<file path="config.mk">
export PLATFORM = sky130hd
export DESIGN_NAME = i2c_codec_target
export DESIGN_NICKNAME = d
export VERILOG_FILES = /design/src/rtl/i2c_codec_target.sv
export SDC_FILE = /design/constraint.sdc
export NUM_CORES = 1
export LEC_CHECK = 0
export ABC_CLOCK_PERIOD_IN_PS = 1680
export BUFFER_PORTS_ARGS = -buffer_cell sky130_fd_sc_hd__buf_2
export CELL_PAD_IN_SITES_DETAIL_PLACEMENT = 0
export CELL_PAD_IN_SITES_GLOBAL_PLACEMENT = 2
export CORE_MARGIN = 2
export CORE_UTILIZATION = 35
export CTS_CLUSTER_DIAMETER = 60
export DETAILED_ROUTE_END_ITERATION = 8
export GPL_TIMING_DRIVEN = 0
export PLACE_DENSITY = 0.78
export SLEW_MARGIN = 25
export SYNTH_ARGS = -nofsm -noshare
export SYNTH_HDL_FRONTEND = slang
export SYNTH_SLANG_ARGS = --single-unit
</file>
<file path="constraint.sdc">
create_clock -name i_clk -period 1.68 [get_ports i_clk]
set_input_delay 0.084 -clock i_clk [delete_from_list [all_inputs] [get_ports i_clk]]
set_output_delay 0.084 -clock i_clk [all_outputs]
set_load 0.02 [all_outputs]
</file>
<file path="src/rtl/i2c_codec_target.sv">
// Write-only I2C target modelling the WM8731 control port: oversamples SCL/SDA on i_clk,
// ACKs the {DEV_ADDR,0} + 2-byte write and reports each decoded register write.
module i2c_codec_target #(
    parameter logic [6:0] DEV_ADDR    = 7'h1A,
    parameter int         SYNC_STAGES = 2      // 2 or 3
) (
    input  logic       i_clk,
    input  logic       i_rst,
    input  logic       i_scl,
    input  logic       i_sda,
    output logic       o_sda_oen,
    output logic       o_wr_valid,
    output logic [6:0] o_wr_reg,
    output logic [8:0] o_wr_data,
    output logic       o_busy,
    output logic       o_err,
    output logic [7:0] o_wr_count
);
    typedef enum logic [3:0] {
        S_IDLE, S_ADDR, S_ACK_A, S_B0, S_ACK_0, S_B1, S_ACK_1, S_DONE, S_IGNORE
    } state_t;

    localparam logic [7:0] WR_BYTE = {DEV_ADDR, 1'b0};

    logic [SYNC_STAGES-1:0] scl_sync_reg;
    logic [SYNC_STAGES-1:0] sda_sync_reg;
    logic                   scl_prev_reg;
    logic                   sda_prev_reg;
    logic                   scl_s;
    logic                   sda_s;
    logic                   scl_rise;
    logic                   scl_fall;
    logic                   sda_rise;
    logic                   sda_fall;
    logic                   start_cond;
    logic                   stop_cond;

    state_t                 state_reg;
    state_t                 state_next;

    logic [2:0]             bit_cnt_reg;
    logic                   byte_full_reg;
    logic [7:0]             shift_reg;
    logic [7:0]             b0_reg;
    logic                   shifting;
    logic                   byte_end;
    logic                   mid_write;

    logic                   sda_oen_reg;
    logic                   sda_oen_next;
    logic                   wr_valid_reg;
    logic                   wr_valid_next;
    logic                   busy_reg;
    logic                   busy_next;
    logic                   err_reg;
    logic                   err_next;
    logic [6:0]             wr_reg_reg;
    logic [8:0]             wr_data_reg;
    logic [7:0]             wr_count_reg;

    // Synchronisers reset to the idle bus level so leaving reset never fakes a condition.
    always_ff @(posedge i_clk or posedge i_rst) begin
        if (i_rst) begin
            scl_sync_reg <= '1;
            sda_sync_reg <= '1;
            scl_prev_reg <= 1'b1;
            sda_prev_reg <= 1'b1;
        end else begin
            scl_sync_reg <= {scl_sync_reg[SYNC_STAGES-2:0], i_scl};
            sda_sync_reg <= {sda_sync_reg[SYNC_STAGES-2:0], i_sda};
            scl_prev_reg <= scl_s;
            sda_prev_reg <= sda_s;
        end
    end

    assign scl_s      = scl_sync_reg[SYNC_STAGES-1];
    assign sda_s      = sda_sync_reg[SYNC_STAGES-1];
    assign scl_rise   = scl_s & ~scl_prev_reg;
    assign scl_fall   = ~scl_s & scl_prev_reg;
    assign sda_rise   = sda_s & ~sda_prev_reg;
    assign sda_fall   = ~sda_s & sda_prev_reg;
    assign start_cond = sda_fall & scl_s & scl_prev_reg;
    assign stop_cond  = sda_rise & scl_s & scl_prev_reg;

    assign shifting  = (state_reg == S_ADDR) || (state_reg == S_B0) || (state_reg == S_B1);
    assign byte_end  = shifting && byte_full_reg && scl_fall && !start_cond && !stop_cond;
    assign mid_write = (state_reg != S_IDLE) && (state_reg != S_DONE) && (state_reg != S_IGNORE);

    // Bit sampler: 8 rises fill the byte, the following fall completes it.
    always_ff @(posedge i_clk or posedge i_rst) begin
        if (i_rst) begin
            bit_cnt_reg   <= 3'd0;
            byte_full_reg <= 1'b0;
            shift_reg     <= 8'd0;
            b0_reg        <= 8'd0;
        end else if (start_cond || stop_cond) begin
            bit_cnt_reg   <= 3'd0;
            byte_full_reg <= 1'b0;
        end else if (shifting) begin
            if (scl_rise && !byte_full_reg) begin
                shift_reg   <= {shift_reg[6:0], sda_s};
                bit_cnt_reg <= bit_cnt_reg + 3'd1;
                if (bit_cnt_reg == 3'd7) begin
                    byte_full_reg <= 1'b1;
                end
            end else if (byte_end) begin
                byte_full_reg <= 1'b0;
                if (state_reg == S_B0) begin
                    b0_reg <= shift_reg;
                end
            end
        end
    end

    always_ff @(posedge i_clk or posedge i_rst) begin
        if (i_rst) begin
            state_reg <= S_IDLE;
        end else begin
            state_reg <= state_next;
        end
    end

    always_comb begin
        state_next = state_reg;
        if (start_cond) begin
            state_next = S_ADDR;
        end else if (stop_cond) begin
            state_next = S_IDLE;
        end else begin
            case (state_reg)
                S_ADDR:  if (byte_end) state_next = (shift_reg == WR_BYTE) ? S_ACK_A : S_IGNORE;
                S_ACK_A: if (scl_fall) state_next = S_B0;
                S_B0:    if (byte_end) state_next = S_ACK_0;
                S_ACK_0: if (scl_fall) state_next = S_B1;
                S_B1:    if (byte_end) state_next = S_ACK_1;
                S_ACK_1: if (scl_fall) state_next = S_DONE;
                default: state_next = state_reg;
            endcase
        end
    end

    // Outputs are computed from the next state and registered, so SDA drive is glitch-free.
    always_comb begin
        sda_oen_next  = (state_next == S_ACK_A) || (state_next == S_ACK_0) || (state_next == S_ACK_1);
        busy_next     = (state_next != S_IDLE);
        err_next      = (start_cond || stop_cond) && mid_write;
        wr_valid_next = (state_reg == S_B1) && byte_end;
    end

    always_ff @(posedge i_clk or posedge i_rst) begin
        if (i_rst) begin
            sda_oen_reg  <= 1'b0;
            wr_valid_reg <= 1'b0;
            busy_reg     <= 1'b0;
            err_reg      <= 1'b0;
            wr_reg_reg   <= 7'd0;
            wr_data_reg  <= 9'd0;
            wr_count_reg <= 8'd0;
        end else begin
            sda_oen_reg  <= sda_oen_next;
            wr_valid_reg <= wr_valid_next;
            busy_reg     <= busy_next;
            err_reg      <= err_next;
            if (wr_valid_next) begin
                wr_reg_reg   <= b0_reg[7:1];
                wr_data_reg  <= {b0_reg[0], shift_reg};
                wr_count_reg <= wr_count_reg + 8'd1;
            end
        end
    end

    assign o_sda_oen  = sda_oen_reg;
    assign o_wr_valid = wr_valid_reg;
    assign o_wr_reg   = wr_reg_reg;
    assign o_wr_data  = wr_data_reg;
    assign o_busy     = busy_reg;
    assign o_err      = err_reg;
    assign o_wr_count = wr_count_reg;

endmodule

</file>
---- After elaboration in Yosys (flattened, before gate mapping) ----
Cells that the tools add are included.
W data, S select, Z words.
word-level totals
  bits of input ports ..................... 4
  register bits after elaboration ......... 58
cells by class
  muxes and demuxes ....................... 18
  reductions and logical operators ........ 26
  bitwise gates (word level) .............. 14
  eq/ne operators ......................... 14
  $add $sub $neg .......................... 2
operators with widths
  cell                   count
  $mux W4                9
  $pmux W4 S6            1
  $eq A4 B3 Y1 const B   5
  $eq A4 B2 Y1 const B   3
  $logic_and A1 B1 Y1    9
  $mux W3                3
  $add A8 B1 Y8 const B  1
  $and A1 B1 Y1          8
  $eq A8 B6 Y1 const B   1
  $reduce_bool A4 Y1     2
  $not A1 Y1             6
  $reduce_and A3 Y1      2
  $logic_or A1 B1 Y1     5
  $mux W1                5
  $reduce_and A5 Y1      1
  $eq A4 B1 Y1 const B   1
  $ne A4 B3 Y1 const B   1
  $ne A4 B4 Y1 const B   1
  $reduce_bool A2 Y1     2
  $add A3 B1 Y3 const B  1
  $eq A3 B3 Y1 const B   1
  $logic_not A1 Y1       3
  $ne A3 B2 Y1 const B   1
  $reduce_bool A3 Y1     1
  $reduce_and A2 Y1      1

---- Depth between registers and ports, before layout ----
  depth after elaboration ................. 14
  gate-level depth with buffers ........... 6
  gate-level depth less buffers ........... 4

---- Least setup slack after synthesis ----
Ideal clock, no wire load.
  kind .................................... reg2reg
  start point ............................. register scl_prev_reg
  end point ............................... register b0_reg[0]
  arrival time ............................ 1.701 ns
  setup slack ............................. -0.146 ns
  setup time .............................. 0.125 ns
  clock period less this slack ............ 1.826 ns
  stages on the path, launching flop included .. 6
  cell sequence ........................... dfstp_2 > clkbuf_2 > and3b_1 > nand2_1 > nor3b_4 > mux2_2
between the ends
  word-level cells in the longest chain between the ends .. 5
  elaborated cells on any way between the ends .. 15
  classes of those cells .................. 7 x bitwise; 8 x reduce/logical
RTL lines
  element                                                   line     text
  from (decl)                                               27       logic scl_prev_reg;
  from (signal assigned)                                    71       scl_prev_reg <= scl_s;
  $and A1 B1 Y1 (tied with other cells)                     79       assign scl_fall = ~scl_s & scl_prev_reg;
  $logic_and A1 B1 Y1 (tied with other cells)               86       assign byte_end = shifting && byte_full_reg && scl_fall && !start_cond && !stop_cond;
  $logic_and A1 B1 Y1, on equally long branches             86, 100
  $logic_and A1 B1 Y1 / $not A1 Y1 (equally long branches)  --
  $reduce_and A5 Y1 (no line) *                             --
  to (signal assigned)                                      109      b0_reg <= shift_reg;
  to (decl)                                                 44       logic [7:0] b0_reg;
Mark *: on every way between the ends. The rest lies on a longest branch, timed or not.
A chain may end at the register's enable or synchronous reset.

---- Worst setup path after layout ----
  start point ............................. register shift_reg[6]
  end point ............................... register busy_reg, in the netlist o_busy
between the ends
  word-level cells in the longest chain between the ends .. 7
RTL lines
  element                 line  text
  from (decl)             43    logic [7:0] shift_reg;
  from (signal assigned)  101   shift_reg <= {shift_reg[6:0], sda_s};
  $eq A8 B6 Y1            131   S_ADDR: if (byte_end) state_next = (shift_reg == WR_BYTE) ? S_ACK_A : S_IGNORE;
  $mux W4 (2 in series)   131
  $pmux W4 S6             130   case (state_reg)
  $mux W4                 127   end else if (stop_cond) begin
  $mux W4                 125   if (start_cond) begin
  via state_next[3]       39    state_t state_next;
  $reduce_bool A4 Y1      145   busy_next = (state_next != S_IDLE);
  via busy_next           54    logic busy_next;
  to (signal assigned)    162   busy_reg <= busy_next;
  to (decl)               53    logic busy_reg;
The timed path passes the listed nets, and every way through them passes these cells.

==> results.py <==
metrics = {
    "power": {
        "p_per_area_nw_per_um2": 1020,
        "p_switching_mw": 0.680,
        "power_frac_comb_pct": 5.5,
        "p_seq_share_pct": 46.8,
        "peakVddDrop_uv": 417,
        "clockPowerShare_pct": 47.7,
        "power_mw": 3.16,
        "p_int_mw": 2.48,
        "swShare_pct": 21.5,
        "power.leakage_nw": 1.58,
    },
    "outcome": {
        "outcome": "complete, but fails checks",
        "violations": "negative setup slack",
    },
    "floorplanning": {
        "die_y_um": 85.9,
        "core_area_sq_um": 6420,
        "ioPinCount": 32,
        "row_count": 29,
        "die_area_sq_um": 7380,
        "fp.dieW_um": 85.9,
        "start_util_pct": 36.5,
    },
    "routing": {
        "first_pass_iters": 6,
        "vias_per_cell": 4.81,
        "ant_nets": 0,
        "drc": 0,
        "initialDrtViolationCount": 52,
        "drt_wl_total_mm": 4.19,
        "via_count": 1467,
        "routed_wire_length_per_instance_um": 13.7,
    },
    "logic_synthesis": {
        "netlist_top_cells_count": "dfrtp_1 (52), mux2_2 (32), nand3_1 (8)",
        "avgSynthCellArea_sq_um": 14.1,
        "yosysMostFrequentCell": "dfrtp_1",
        "async_flop_share_pct": 100,
        "synth.area.top_cells": "dfrtp_1 (55%), mux2_2 (15%), dfstp_2 (6.7%)",
        "ys_seq_area_share_pct": 62.2,
        "synth-seq-cells": 58,
        "synth.net_count": 174,
        "yosysTopAreaCell": "dfrtp_1",
        "synth_area_sq_um": 2350,
        "synthFlopType": "dfrtp_1",
        "synthDistinctLibCells": 36,
        "syn_inst": 167,
        "yosys_warnings": 0,
        "synth_edf_count": 0,
        "synth_top_cell_area_share_pct": 55.4,
    },
    "timing": {
        "finalSetupTns_ns": -0.0394,
        "hold-worst-slack_ns": 0.170,
        "maxSlewViolCount": 0,
        "fin_skew_ns": 0.0101,
        "hold_viol": 0,
        "tightest_slew_ns": 0.379,
        "fin_ws_ns": -0.0394,
        "fin_crit_ns": 1.72,
        "setup_viol": 1,
        "post-route-period-util_pct": 102,
        "slew_headroom_pct": 74.5,
        "fmax_mhz": 582,
        "grt_setup_unrepaired": "true",
    },
    "cells_and_area": {
        "antennaDiodeCount": 0,
        "finalInstanceArea_sq_um": 3090,
        "area_growth_syn_to_layout_pct": 31.5,
        "largest_reg_flops": 9,
        "nFillCells": 575,
        "fin_nets": 230,
        "drive_gt1_share_pct": 49.6,
    },
    "critical_path": {
        "required_ns": 1.89,
        "setup.worst_path.start": "shift_reg[6]$_DFFE_PP0P_",
        "start_kind": "register",
        "end_kind": "register",
        "worstPathArrival_ns": 1.93,
        "rr_startpoint": "shift_reg[6]$_DFFE_PP0P_",
        "slowest_delay_ns": 0.56,
        "cp_max_fo": 3,
        "crit_chain": "or4b_4, o2111a_1, o21a_1, a211o_1",
        "cp_slowest_cell": "or4b_4",
        "path_class": "reg -> reg",
    },
    "placed_design": {
        "place_congestion": 0.771,
        "port_buffers": 31,
        "place_area_sq_um": 2650,
        "preCtsSetupSlack_ns": -0.322,
        "place_hpwl_mm": 2.66,
    },
    "hold_path": {
        "min_path_type": "in -> async",
    },
    "clock_network": {
        "cts_made_buffers": 9,
        "clk_pin_slew_ns": 0.07,
        "root_buffer": "clkbuf_8",
        "clkSinkCount": 58,
        "htree_levels": 3,
        "clock_path_buffers": 2,
        "cts_tree": "built",
        "clock_latency_ns": 0.34,
    },
    "global_route": {
        "grt_pass1_wl_mm": 7.01,
        "grt_max_degree": 54,
        "track_usage_pct": 12.6,
        "antenna_found_initial": 0,
        "grt_pass1_vias": 1461,
        "grt_overflow": 0,
    },
    "run": {
        "max_cap_viol_count": 0,
    },
}
## power groups by stage
| stage | sequential [mW] | combinational (mW) | clock, mW |
|---|---|---|---|
| 2_1_floorplan | 1.50 | 0.0891 | 0 |
| 3_3_place_gp | 1.52 | 0.116 | 0 |
| 3_5_place_dp | 1.52 | 0.127 | 0 |
| 4_1_cts | 1.48 | 0.175 | 1.55 |
| 5_1_grt | 1.49 | 0.198 | 1.62 |
| 6_report | 1.48 | 0.173 | 1.51 |
## area by class of cell
class	instances	area, sq um	share of cell area [%]
plain buffers	5	43.8	1.42
clock buffers	12	165	5.35
clock inverters	4	72.6	2.35
inverters	6	25.0	0.811
multi-input cells	97	921	29.8
flip-flops and latches	58	1460	47.3
well taps	77	96.3	3.12
repair buffers	46	303	9.81
## through the flow
| stage | std cells | utilization [%] |
|---|---|---|
| floorplan | 167 | - |
| global placement | 275 | 40.8 |
| detailed placement | 276 | 41.2 |
| CTS | 303 | 47.1 |
| global route | 305 | 48.1 |
| finish | 305 | 48.1 |
## worst max-delay path: cells and delay by family, from the launching register on
| family | cells | cell delay, ns |
|---|---|---|
| AO/OA/AOI/OAI | 3 | 0.66 |
| flip-flops | 1 | 0.38 |
| AND/OR/NAND/NOR | 1 | 0.56 |
## cells in the final DEF, fill, tap and decap left out, types with 2 or more instances in the layout
cell type / instances
buf_2: 32
xnor2_1: 5
dfrtp_1: 51
nand4_1: 3
nand2b_1: 3
o21a_1: 2
and2_1: 3
buf_4: 9
o21ai_0: 4
bufinv_16: 2
nand2_1: 5
dfstp_2: 6
dlygate4sd3_1: 3
inv_1: 5
clkbuf_8: 12
nand3_1: 8
a32o_1: 3
mux2_2: 18
nand3b_1: 2
xor2_1: 3
mux2_4: 14
buf_6: 5
ha_1: 3
nor2_1: 3
## timing repair
| action | 4_1_cts | 5_1_grt |
|---|---|---|
| pin swaps | 3 | 3 |
| setup endpoints to repair | 36 | 33 |
| endpoints found under the hold margin | 54 | 0 |
| hold buffers | 3 | 0 |
| gates resized for setup | 14 | 14 |
| buffers inserted | 9 | 2 |
## cells by family after synthesis
family / count (synthesis) / share of synthesized area, %
fa+ha+maj: 3 / 1.60
simple gates: 37 / 9.86
buf+inv: 12 / 2.19
xor+xnor: 8 / 2.99
flops: 58 / 62.2
mux: 32 / 15.4
compound gates: 17 / 5.86
## routing by layer
layer,GRT usage [%],routed length [um],up-vias
li1,-,-,713
met4,7.36,87,0
met5,0,0,-
met2,17.1,1770,27
met1,17.2,2150,718
met3,4.52,176,9
## path summary, 6_finish.rpt
| kind | endpoint | slack, ns | cells past startpoint |
|---|---|---|---|
| max | o_busy$_DFF_PP0_ | -0.04 | 4 |
| min | o_wr_data[4]$_DFFE_PP0P_ | 0.17 | 3 |
| max reg2reg | o_busy$_DFF_PP0_ | -0.04 | 4 |
| min reg2reg | sda_sync_reg[1]$_DFF_PP1_ | 0.36 | 0 |
| max in group asynchronous | scl_prev_reg$_DFF_PP1_ | 0.99 | 4 |
| min in group i_clk | sda_sync_reg[1]$_DFF_PP1_ | 0.36 | 0 |
(Power assumes the default switching activity.)
